`config.mk`:
```
export PLATFORM = sky130hd
export DESIGN_NAME = tx_msg_scheduler
export DESIGN_NICKNAME = d
export VERILOG_FILES = /design/src/rtl/chiplet_types_pkg.sv /design/src/rtl/tx_msg_scheduler_rr_pick.sv /design/src/rtl/tx_msg_scheduler.sv
export SDC_FILE = /design/constraint.sdc
export NUM_CORES = 1
export LEC_CHECK = 0
export ABC_AREA = 1
export BUFFER_PORTS_ARGS = -buffer_cell sky130_fd_sc_hd__buf_2
export CAP_MARGIN = 0
export CELL_PAD_IN_SITES_DETAIL_PLACEMENT = 0
export CELL_PAD_IN_SITES_GLOBAL_PLACEMENT = 1
export CORE_ASPECT_RATIO = 0.75
export CORE_MARGIN = 2
export CORE_UTILIZATION = 43
export DETAILED_ROUTE_END_ITERATION = 7
export PLACE_DENSITY = 0.85
export SYNTH_ARGS = -nofsm -noshare
export SYNTH_HDL_FRONTEND = slang
export SYNTH_SLANG_ARGS = --single-unit
```
`constraint.sdc`:
```
create_clock -name clk -period 3.5 [get_ports clk]
set_input_delay 0.35 -clock clk [delete_from_list [all_inputs] [get_ports clk]]
set_output_delay 0.35 -clock clk [all_outputs]
set_load 0.03 [all_outputs]
```
`src/rtl/chiplet_types_pkg.sv`:
```
// Shared types for the endpoint message path: TX scheduler state encoding and
// a message-id width helper.
package chiplet_types_pkg;

  typedef enum logic [1:0] {
    IDLE      = 2'd0,
    REQ       = 2'd1,
    WAIT_DONE = 2'd2
  } tx_sched_state_e;

  localparam int DEFAULT_NUM_MSGS = 4;

  // Width of an index into n slots; never narrower than one bit.
  function automatic int msg_id_w(input int n);
    return (n > 1) ? $clog2(n) : 1;
  endfunction

  typedef logic [msg_id_w(DEFAULT_NUM_MSGS)-1:0] msg_id_t;

endpackage

```
`src/rtl/tx_msg_scheduler_rr_pick.sv`:
```
// Combinational round-robin picker: first set request bit after last_i,
// wrapping modulo NUM_MSGS (power of two, so wrap is plain truncation).
module rr_pick
  import chiplet_types_pkg::*;
#(
  parameter int NUM_MSGS = 4
) (
  input  logic [NUM_MSGS-1:0]           req_i,
  input  logic [msg_id_w(NUM_MSGS)-1:0] last_i,
  output logic                          valid_o,
  output logic [msg_id_w(NUM_MSGS)-1:0] idx_o
);

  localparam int ID_W = msg_id_w(NUM_MSGS);

  logic [ID_W-1:0] cand;
  logic            found;

  always_comb begin
    // NOTE: every variable gets a default before any branch, so no latch is inferred.
    valid_o = |req_i;
    idx_o   = last_i;
    cand    = last_i;
    found   = 1'b0;
    for (int i = 1; i <= NUM_MSGS; i++) begin
      cand = last_i + ID_W'(i);
      if (!found && req_i[cand]) begin
        idx_o = cand;
        found = 1'b1;
      end
    end
  end

endmodule

```
`src/rtl/tx_msg_scheduler.sv`:
```
// Round-robin send scheduler between the message table and the TX FSM.
// Optional watchdog abort of a stuck send is built when TX_SCHED_WATCHDOG_EN is defined.
module tx_msg_scheduler
  import chiplet_types_pkg::*;
#(
  parameter int NUM_MSGS  = 4,
  parameter int WD_CYCLES = 1024
) (
  input  logic                          clk,
  input  logic                          n_rst,
  input  logic [NUM_MSGS-1:0]           trigger_send,
  output logic                          tx_req,
  output logic [msg_id_w(NUM_MSGS)-1:0] tx_msg_id,
  input  logic                          tx_ack,
  input  logic                          tx_done,
  output logic [NUM_MSGS-1:0]           pending,
  output logic                          in_flight,
  output logic                          dup_err,
  output logic                          wd_abort,
  output logic [15:0]                   done_count
);

  localparam int ID_W = msg_id_w(NUM_MSGS);

  if (NUM_MSGS < 2 || (NUM_MSGS & (NUM_MSGS - 1)) != 0 || WD_CYCLES < 2) begin : g_bad_cfg
    $error("tx_msg_scheduler: NUM_MSGS must be a power of two >= 2 and WD_CYCLES >= 2");
  end

  tx_sched_state_e     state_q, state_d;
  logic [ID_W-1:0]     tx_msg_id_q, tx_msg_id_d;
  logic [ID_W-1:0]     last_grant_q, last_grant_d;
  logic [NUM_MSGS-1:0] pending_q, pending_d;
  logic [NUM_MSGS-1:0] clear_mask, dup_mask;
  logic [15:0]         done_count_q, done_count_d;
  logic                tx_req_q, in_flight_q, dup_err_q;
  logic                pick_valid, active, wd_fire;
  logic [ID_W-1:0]     pick_idx;

  rr_pick #(.NUM_MSGS(NUM_MSGS)) u_rr_pick (
    .req_i   (pending_q),
    .last_i  (last_grant_q),
    .valid_o (pick_valid),
    .idx_o   (pick_idx)
  );

`ifdef TX_SCHED_WATCHDOG_EN
  localparam int              WD_W    = msg_id_w(WD_CYCLES);
  localparam logic [WD_W-1:0] WD_LAST = WD_W'(WD_CYCLES - 1);

  logic [WD_W-1:0] wd_cnt_q;
  logic            wd_abort_q;

  // Completion in the expiry cycle wins over the abort.
  assign wd_fire = (state_q == WAIT_DONE) && !tx_done && (wd_cnt_q == WD_LAST);

  always_ff @(posedge clk or negedge n_rst) begin
    if (!n_rst) begin
      wd_cnt_q   <= '0;
      wd_abort_q <= 1'b0;
    end else begin
      wd_cnt_q   <= (state_q == WAIT_DONE) ? wd_cnt_q + 1'b1 : '0;
      wd_abort_q <= wd_fire;
    end
  end

  assign wd_abort = wd_abort_q;
`else
  assign wd_fire  = 1'b0;
  assign wd_abort = 1'b0;
`endif

  always_comb begin
    state_d      = state_q;
    tx_msg_id_d  = tx_msg_id_q;
    last_grant_d = last_grant_q;
    done_count_d = done_count_q;
    clear_mask   = '0;
    unique case (state_q)
      IDLE: begin
        if (pick_valid) begin
          tx_msg_id_d          = pick_idx;
          last_grant_d         = pick_idx;
          clear_mask[pick_idx] = 1'b1;
          state_d              = REQ;
        end
      end
      REQ: begin
        if (tx_ack) state_d = WAIT_DONE;
      end
      WAIT_DONE: begin
        if (tx_done) begin
          done_count_d = done_count_q + 16'd1;
          state_d      = IDLE;
        end else if (wd_fire) begin
          state_d = IDLE;
        end
      end
      default: state_d = IDLE;
    endcase

    // A completing slot is released before this cycle's triggers are screened.
    active = (state_q != IDLE) && !((state_q == WAIT_DONE) && tx_done);
    for (int i = 0; i < NUM_MSGS; i++) begin
      dup_mask[i] = pending_q[i] || (active && (tx_msg_id_q == ID_W'(i)));
    end
    pending_d = (pending_q & ~clear_mask) | (trigger_send & ~dup_mask);
  end

  always_ff @(posedge clk or negedge n_rst) begin
    if (!n_rst) begin
      state_q      <= IDLE;
      tx_msg_id_q  <= '0;
      last_grant_q <= ID_W'(NUM_MSGS - 1);
      pending_q    <= '0;
      done_count_q <= '0;
      tx_req_q     <= 1'b0;
      in_flight_q  <= 1'b0;
      dup_err_q    <= 1'b0;
    end else begin
      // NOTE: non-blocking assignments so every register samples pre-edge values.
      state_q      <= state_d;
      tx_msg_id_q  <= tx_msg_id_d;
      last_grant_q <= last_grant_d;
      pending_q    <= pending_d;
      done_count_q <= done_count_d;
      tx_req_q     <= (state_d == REQ);
      in_flight_q  <= (state_d == WAIT_DONE);
      dup_err_q    <= |(trigger_send & dup_mask);
    end
  end

  assign tx_req     = tx_req_q;
  assign tx_msg_id  = tx_msg_id_q;
  assign pending    = pending_q;
  assign in_flight  = in_flight_q;
  assign dup_err    = dup_err_q;
  assign done_count = done_count_q;

endmodule

```
Word-level counts from Yosys, hierarchy flattened
Index checks and enable logic that the tools add are counted.
{"block": "classes", "shifts": 0, "mux": 23, "n_bitwise": 6, "n_addsub": 4, "n_reduce_logical": 25, "mul": 0, "order_cmp": 6, "div": 0, "n_eq_ne": 7}
{"cell": "$add 16x1->16 const B", "n": 1}
{"cell": "$lt 2x3->1 const B", "n": 5}
{"cell": "$mux 2", "n": 7}
{"cell": "$and 4x4->4", "n": 3}
{"cell": "$logic_and 1x1->1", "n": 10}
{"cell": "$bmux 1 s2", "n": 4}
{"cell": "$eq 2x2->1 const B", "n": 4}
{"cell": "$mux 1", "n": 8}
{"cell": "$mux 4", "n": 2}
{"cell": "$not 4->4", "n": 2}
{"cell": "$reduce_or 4->1", "n": 2}
{"cell": "$eq 2x1->1 const B", "n": 3}
{"cell": "$pmux 2 s3", "n": 1}
{"cell": "$add 2x2->2 const B", "n": 2}
{"cell": "$logic_not 1->1", "n": 4}
{"cell": "$logic_not 2->1", "n": 2}
{"cell": "$logic_or 1x1->1", "n": 4}
{"cell": "$or 4x4->4", "n": 1}
{"cell": "$reduce_and 2->1", "n": 2}
{"cell": "$add 2x1->2 const B", "n": 1}
{"cell": "$demux 1 s2", "n": 1}
{"cell": "$ge 2x1->1 const B", "n": 1}
{"cell": "$reduce_bool 2->1", "n": 1}
{"block": "word_totals", "output_inout_bits": 26, "reg_bits": 29, "latchBits": 0, "mem_count": 0, "mem_bits_ro": 0, "elab_cells": 79, "inputBits": 8, "ramBits": 0}

Logic depth before layout (Yosys ltp)
{"block": "logic_depth", "word_depth": 22, "ltp_mapped": 14, "depth_no_buf": 13}

By module
Synthesis repeated with hierarchy kept, for this count alone.
{"block": "unflattened", "hier_cells": 202, "area_unflattened_um2": 1667.8}
{"mod": "tx_msg_scheduler", "cells_each": 158, "area_per_inst_um2": 1413.9, "instances": 1, "seq_area_each_um2": 728.2}
{"mod": "rr_pick", "cells_each": 44, "area_per_inst_um2": 254.0, "instances": 1, "seq_area_each_um2": 0.0}

Worst setup path before layout
Ideal clock, no wire load.
{"block": "synth_path", "path_type": "reg2reg", "start": "reg last_grant_q[0]", "end": "reg pending_q[0], in the netlist pending[0]", "setup_slack_ns": 1.923, "setup_time_ns": 0.118, "stages_incl_launch_ff": 15, "synth_period_minus_slack_ns": 1.577, "required_time_ns": 3.382, "arrival_time_ns": 1.459, "cell_sequence": "dfstp_2 -> buf_6 -> inv_8 -> nand2_1 -> nand2_4 -> nand2_4 -> nand2_4 -> clkinv_4 -> nand3_4 -> nand2_2 -> nand2_2 -> nor2_4 -> nand2_1 -> nand2_1 -> nand2_1"}
{"block": "synth_between", "elab_chain_cells": 22, "elab_cells_between_ends": 34, "cone_classes": "add/sub (3); order compare (2); mux (19); bitwise (3); reduce/logical (7)"}
{"item": "from (decl)", "line_no": "tx_msg_scheduler.sv:31", "text": "logic [ID_W-1:0] last_grant_q, last_grant_d;"}
{"item": "from (signal assigned)", "line_no": "tx_msg_scheduler.sv:113", "text": "last_grant_q <= ID_W'(NUM_MSGS - 1);"}
{"item": "from (signal assigned)", "line_no": "tx_msg_scheduler.sv:123", "text": "last_grant_q <= last_grant_d;"}
{"item": "$add 2x1->2", "line_no": "tx_msg_scheduler_rr_pick.sv:26", "text": "cand = last_i + ID_W'(i);"}
{"item": "$bmux 1 s2", "line_no": "tx_msg_scheduler_rr_pick.sv:27", "text": "if (!found && req_i[cand]) begin"}
{"item": "$mux 1 (implied by the code)", "line_no": "tx_msg_scheduler_rr_pick.sv:27"}
{"item": "$mux 1", "line_no": "tx_msg_scheduler_rr_pick.sv:27"}
{"item": "$logic_not 1->1", "line_no": "tx_msg_scheduler_rr_pick.sv:27"}
{"item": "$logic_and 1x1->1", "line_no": "tx_msg_scheduler_rr_pick.sv:27"}
{"item": "$mux 1", "line_no": "tx_msg_scheduler_rr_pick.sv:27"}
{"item": "$logic_not 1->1", "line_no": "tx_msg_scheduler_rr_pick.sv:27"}
{"item": "[7 not listed]"}
{"item": "$mux 1 (implied by the code)", "line_no": "tx_msg_scheduler.sv:83", "text": "clear_mask[pick_idx] = 1'b1;"}
{"item": "$demux 1 s2 (*)", "line_no": "tx_msg_scheduler.sv:83"}
{"item": "$mux 4 (*)", "line_no": "tx_msg_scheduler.sv:80", "text": "if (pick_valid) begin"}
{"item": "$mux 4 (*)", "line_no": "tx_msg_scheduler.sv:78", "text": "unique case (state_q)"}
{"item": "$not 4->4 (*)", "line_no": "tx_msg_scheduler.sv:106", "text": "pending_d = (pending_q & ~clear_mask) | (trigger_send & ~dup_mask);"}
{"item": "$and 4x4->4 (*)", "line_no": "tx_msg_scheduler.sv:106"}
{"item": "$or 4x4->4 (*)", "line_no": "tx_msg_scheduler.sv:106"}
{"item": "via pending_d[0]", "line_no": "tx_msg_scheduler.sv:32", "text": "logic [NUM_MSGS-1:0] pending_q, pending_d;"}
{"item": "to (signal assigned)", "line_no": "tx_msg_scheduler.sv:124", "text": "pending_q <= pending_d;"}
{"item": "to (decl)", "line_no": "tx_msg_scheduler.sv:32"}
The timed path passes the listed nets; every way through them passes the cells marked *. The select of a mux whose other input is x is not followed.
A chain may end at the register's enable or synchronous reset.

Final worst setup path
{"block": "layout_path", "start": "reg last_grant_q[0]", "end": "reg pending_q[2], in the netlist pending[2]"}
Same word-level chain as after synthesis.

==> results.txt <==
----------------------------------------------------
[Clock network]
  Resized Gates After CTS ... 0
  Number of post-CTS setup repair buffers ... 0
  Worst skew pair latency ... 270 ps
  TritonCTS buffer count ... 5
  # clock sinks ... 29
  Max H-tree Level ... 2
  Clock transition at path regs ... 60 ps
  Root cell of the clock tree ... sky130_fd_sc_hd__clkbuf_8
  # hold bufs at CTS ... 0
  Clock Path Buffers ... 2
  CTS tree ... built

[STA]
  Peak clock frequency supported by timing ... 572 MHz
  Least-Margin Pin Slew ... 635 ps
  Setup slack after layout ... between 1500 and 2000 ps
  Minimum clock period after layout ... 1750 ps
  Count of final hold-check violations ... 0
  Relative slew margins ... ~58%
  Setup Total Neg Slack ... 0 ps
  # setup viols final ... 0
  Fin Clk Skew ... 4.40 ps
  RSZ-0062 raised after global routing ... no
  Total count of max-transition violations in the final report ... 0
  Share of the cycle needed by the critical path after routing ... 49.9%

[Power]
  Pwr per Cell Area ... a little under 1000 nW/um^2
  Clock power share ... 14.5%
  Power share of the sequential group ... approximately 30%
  Part of the power in combinational logic ... 56.2%
  Design internal power ... 0.942 mW
  Peak ir drop on the vdd network ... 0.457 mV
  Switching pwr ... 0.982 mW
  Leakage power figure ... 1.09 nW
  Switching portion of total power ... 51.0%

[Route]
  Iter 0 DRT Violations ... 92
  Final routed wirelength across all metal layers ... 3300 um
  Count of nets left with antenna violations after detail routing ... 0
  Vias per cell ... 4.54
  Via count of the routed design ... ~1300
  DRC violation count after routing ... 0
  First-pass detailed-route iteration total ... 4
  Average routed wire per standard cell ... 11.4 um

[GRT]
  Wire length of the first global-routing pass ... 5820 um
  Antenna violations before repair ... 0
  Largest net degree at the start of global routing ... 30
  GRT overflow ... 0
  Number of global-route vias before repair ... between 1000 and 1500
  Total global-route track usage ... between 15 and 20%

[Synth]
  Predominant post-synthesis flop cell ... sky130_fd_sc_hd__dfrtp_1
  Cell types with the highest counts after synthesis ... sky130_fd_sc_hd__nand2_1, sky130_fd_sc_hd__dfrtp_1, sky130_fd_sc_hd__nand3_1
  Number of synthesized register bits ... 29
  Fraction of the mapped netlist area in adder cells ... 0.742%
  Post-synthesis compound-gate area fraction ... 4.60%
  Mean instance size in the synthesized netlist ... 8.47 um^2
  Number of synthesis warnings ... 0
  Cell area after technology mapping ... 1690 um^2
  Leading post-synthesis cells by cell area ... sky130_fd_sc_hd__dfrtp_1, sky130_fd_sc_hd__nand2_1, sky130_fd_sc_hd__nand3_1
  Simple logic cell fraction of the synthesized area ... between 30% and 40%
  Proportion of synthesized area in mux cells ... 0%
  Synthesized-area fraction occupied by xor and xnor cells ... 7.80%
  Distinct cell type count of the synthesized netlist ... 31
  Syn nets ... 208
  Share of the yosys chip area belonging to registers ... 43.2%
  Share of flip-flops with an asynchronous set or reset after synthesis ... 100%
  Most repeated cell in the gate-level netlist after synthesis ... sky130_fd_sc_hd__nand2_1
  Largest family of logic cells by synthesized area ... simple AND/OR/NAND/NOR gates
  Post-synth top area cell ... sky130_fd_sc_hd__dfrtp_1
  Post-synthesis cell count ... 199
  Number of enable-type register cells in the synthesized netlist ... 0
  Area share of the leading cell type in the synthesized netlist ... 40.1%

[Placement]
  Gp weighted congestion ... around 0.80
  Number of cells in the design after placement ... 281
  Total of buffers placed on input and output ports ... 32
  Estimated wirelength of the detail-placed design ... 2500 um
  Setup slack at placement ... between 1500 and 2000 ps

[Setup path]
  Arrival time of data at the critical path endpoint ... around 1900 ps
  Nature of the critical path startpoint ... flop
  Most numerous cell on the critical path ... sky130_fd_sc_hd__nand2_1
  WS Path Type ... reg2reg
  Combined buffer and inverter count along the critical path ... 3
  Critical Path End Type ... flop
  Setup crit start ... last_grant_q[0]
  Crit-path max FO ... 10
  Required time worst endpoint ... 3660 ps
  Crit path max-delay cell type ... sky130_fd_sc_hd__dfstp_2
  Max incr delay on CP ... ~670 ps
  Beginning of the worst register-to-register path ... last_grant_q[0]
  Kind of cell adding the most delay to the critical path ... simple AND/OR/NAND/NOR gates
  Sequence of cells on the critical path ... inv_8 -> nand2_1 -> nand2_4 -> nand2_4 -> nand2_4 -> clkinv_4 -> nand3_4 -> inv_1 -> nand2_1 -> nand2_1 -> nand2_1 -> nand2_1 -> nand2_1

[Outcome]
  Result of the run ... complete, no violations

[Die]
  Die span in x ... about 76 um
  Boundary pin count ... 34
  Row count ... 19
  Initial Utilization ... 45.4%
  Core footprint ... about 3700 um^2
  Die Y-Extent ... 58.2 um
  Die ar. ... 4440 um^2

[Final layout]
  Area growth from synthesis to layout ... 17.6%
  Diode count ... 0
  Fraction of final layout cells sized beyond drive strength 1 ... slightly below 30%
  Final cell utilization of the core ... 53.4%
  Number of cells in the finished layout apart from fillers ... between 200 and 300
  Number of nets in the finished design ... 245
  Count of fill cells added during filler insertion ... ~360

[Run]
  Number of maximum-capacitance constraint violations ... 0

[Min path]
  Hold/Removal Path Class ... in2async

----------------------------------------------------
==> layout make-up <==
| class | instances | area [um^2] | share of cell area [%] |
|---|---|---|---|
| multi-input cells | 147 | 846 | 42.7 |
| clock buffers | 8 | 90.1 | 4.55 |
| repair buffers | 32 | 160 | 8.08 |
| flip-flops and latches | 29 | 728 | 36.7 |
| inverters | 21 | 92.6 | 4.67 |
| well taps | 52 | 65.1 | 3.28 |
==> routing by layer <==
metal  part of all wire (%)  global-route usage (%)
met1                     55                    24.6
met2                     40                    24.4
met3                    3.6                    4.36
met4                    1.1                    5.45
met5                      0                       0
==> worst paths after layout <==
kind                                        to  slack, ps  cells after the start
min in group clk                    state_q[0]        280                      2
worst min register to register  done_count[15]        470                      1
worst min-delay path            done_count[14]        100                      1
worst max-delay path                pending[2]       1750                     13
worst max register to register      pending[2]       1750                     13
max in group asynchronous              dup_err       2990                      1
==> logic make-up (layout without fill, tap and decap cells) <==
family          after synthesis  after routing
simple gates                116            116
flops                        29             29
buf+inv                      23             61
xor+xnor                     15             15
compound gates               14             14
fa+ha+maj                     1              1
other cells                   1              1
==> registers in the layout, indices dropped and copies added, names as in the netlist <==
register      cells
dup_err           1
last_grant_q      2
tx_req            1
done_count       16
tx_msg_id         2
state_q           2
pending           4
in_flight         1
==> cell usage in the layout (no fill, tap or decap), drive strengths merged <==
cell type	count
o31ai	2
inv	19
clkbuf	8
o21ai	7
nor3	2
nand3b	1
xor2	7
dfrtp	27
a31oi	2
conb	1
a21oi	3
buf	32
nand2	79
ha	1
clkinv	2
dfstp	2
xnor2	8
nor2	13
nand4	2
nand3	19
==> metrics by stage <==
step | instance area (um^2) | total power [mW] | hold WS (ps)
global placement | 1890 | 1.65 | 420
detailed placement | 1890 | 1.65 | 417
finish | 1980 | 1.92 | 99.4
floorplan | 1690 | 1.42 | 54.4
CTS | 1980 | 1.94 | 123
global route | 1980 | 2.12 | 161
==> power by group through the flow <==
stage               sequential, mW  clock [mW]  combinational [mW]
finish                       0.563       0.279                1.08
global route                 0.584       0.303                1.23
CTS                          0.566       0.288                1.09
detailed placement           0.570           0                1.08
global placement             0.570           0                1.08
floorplan                    0.660           0               0.764
No activity file was read; power rests on OpenSTA's default activity.
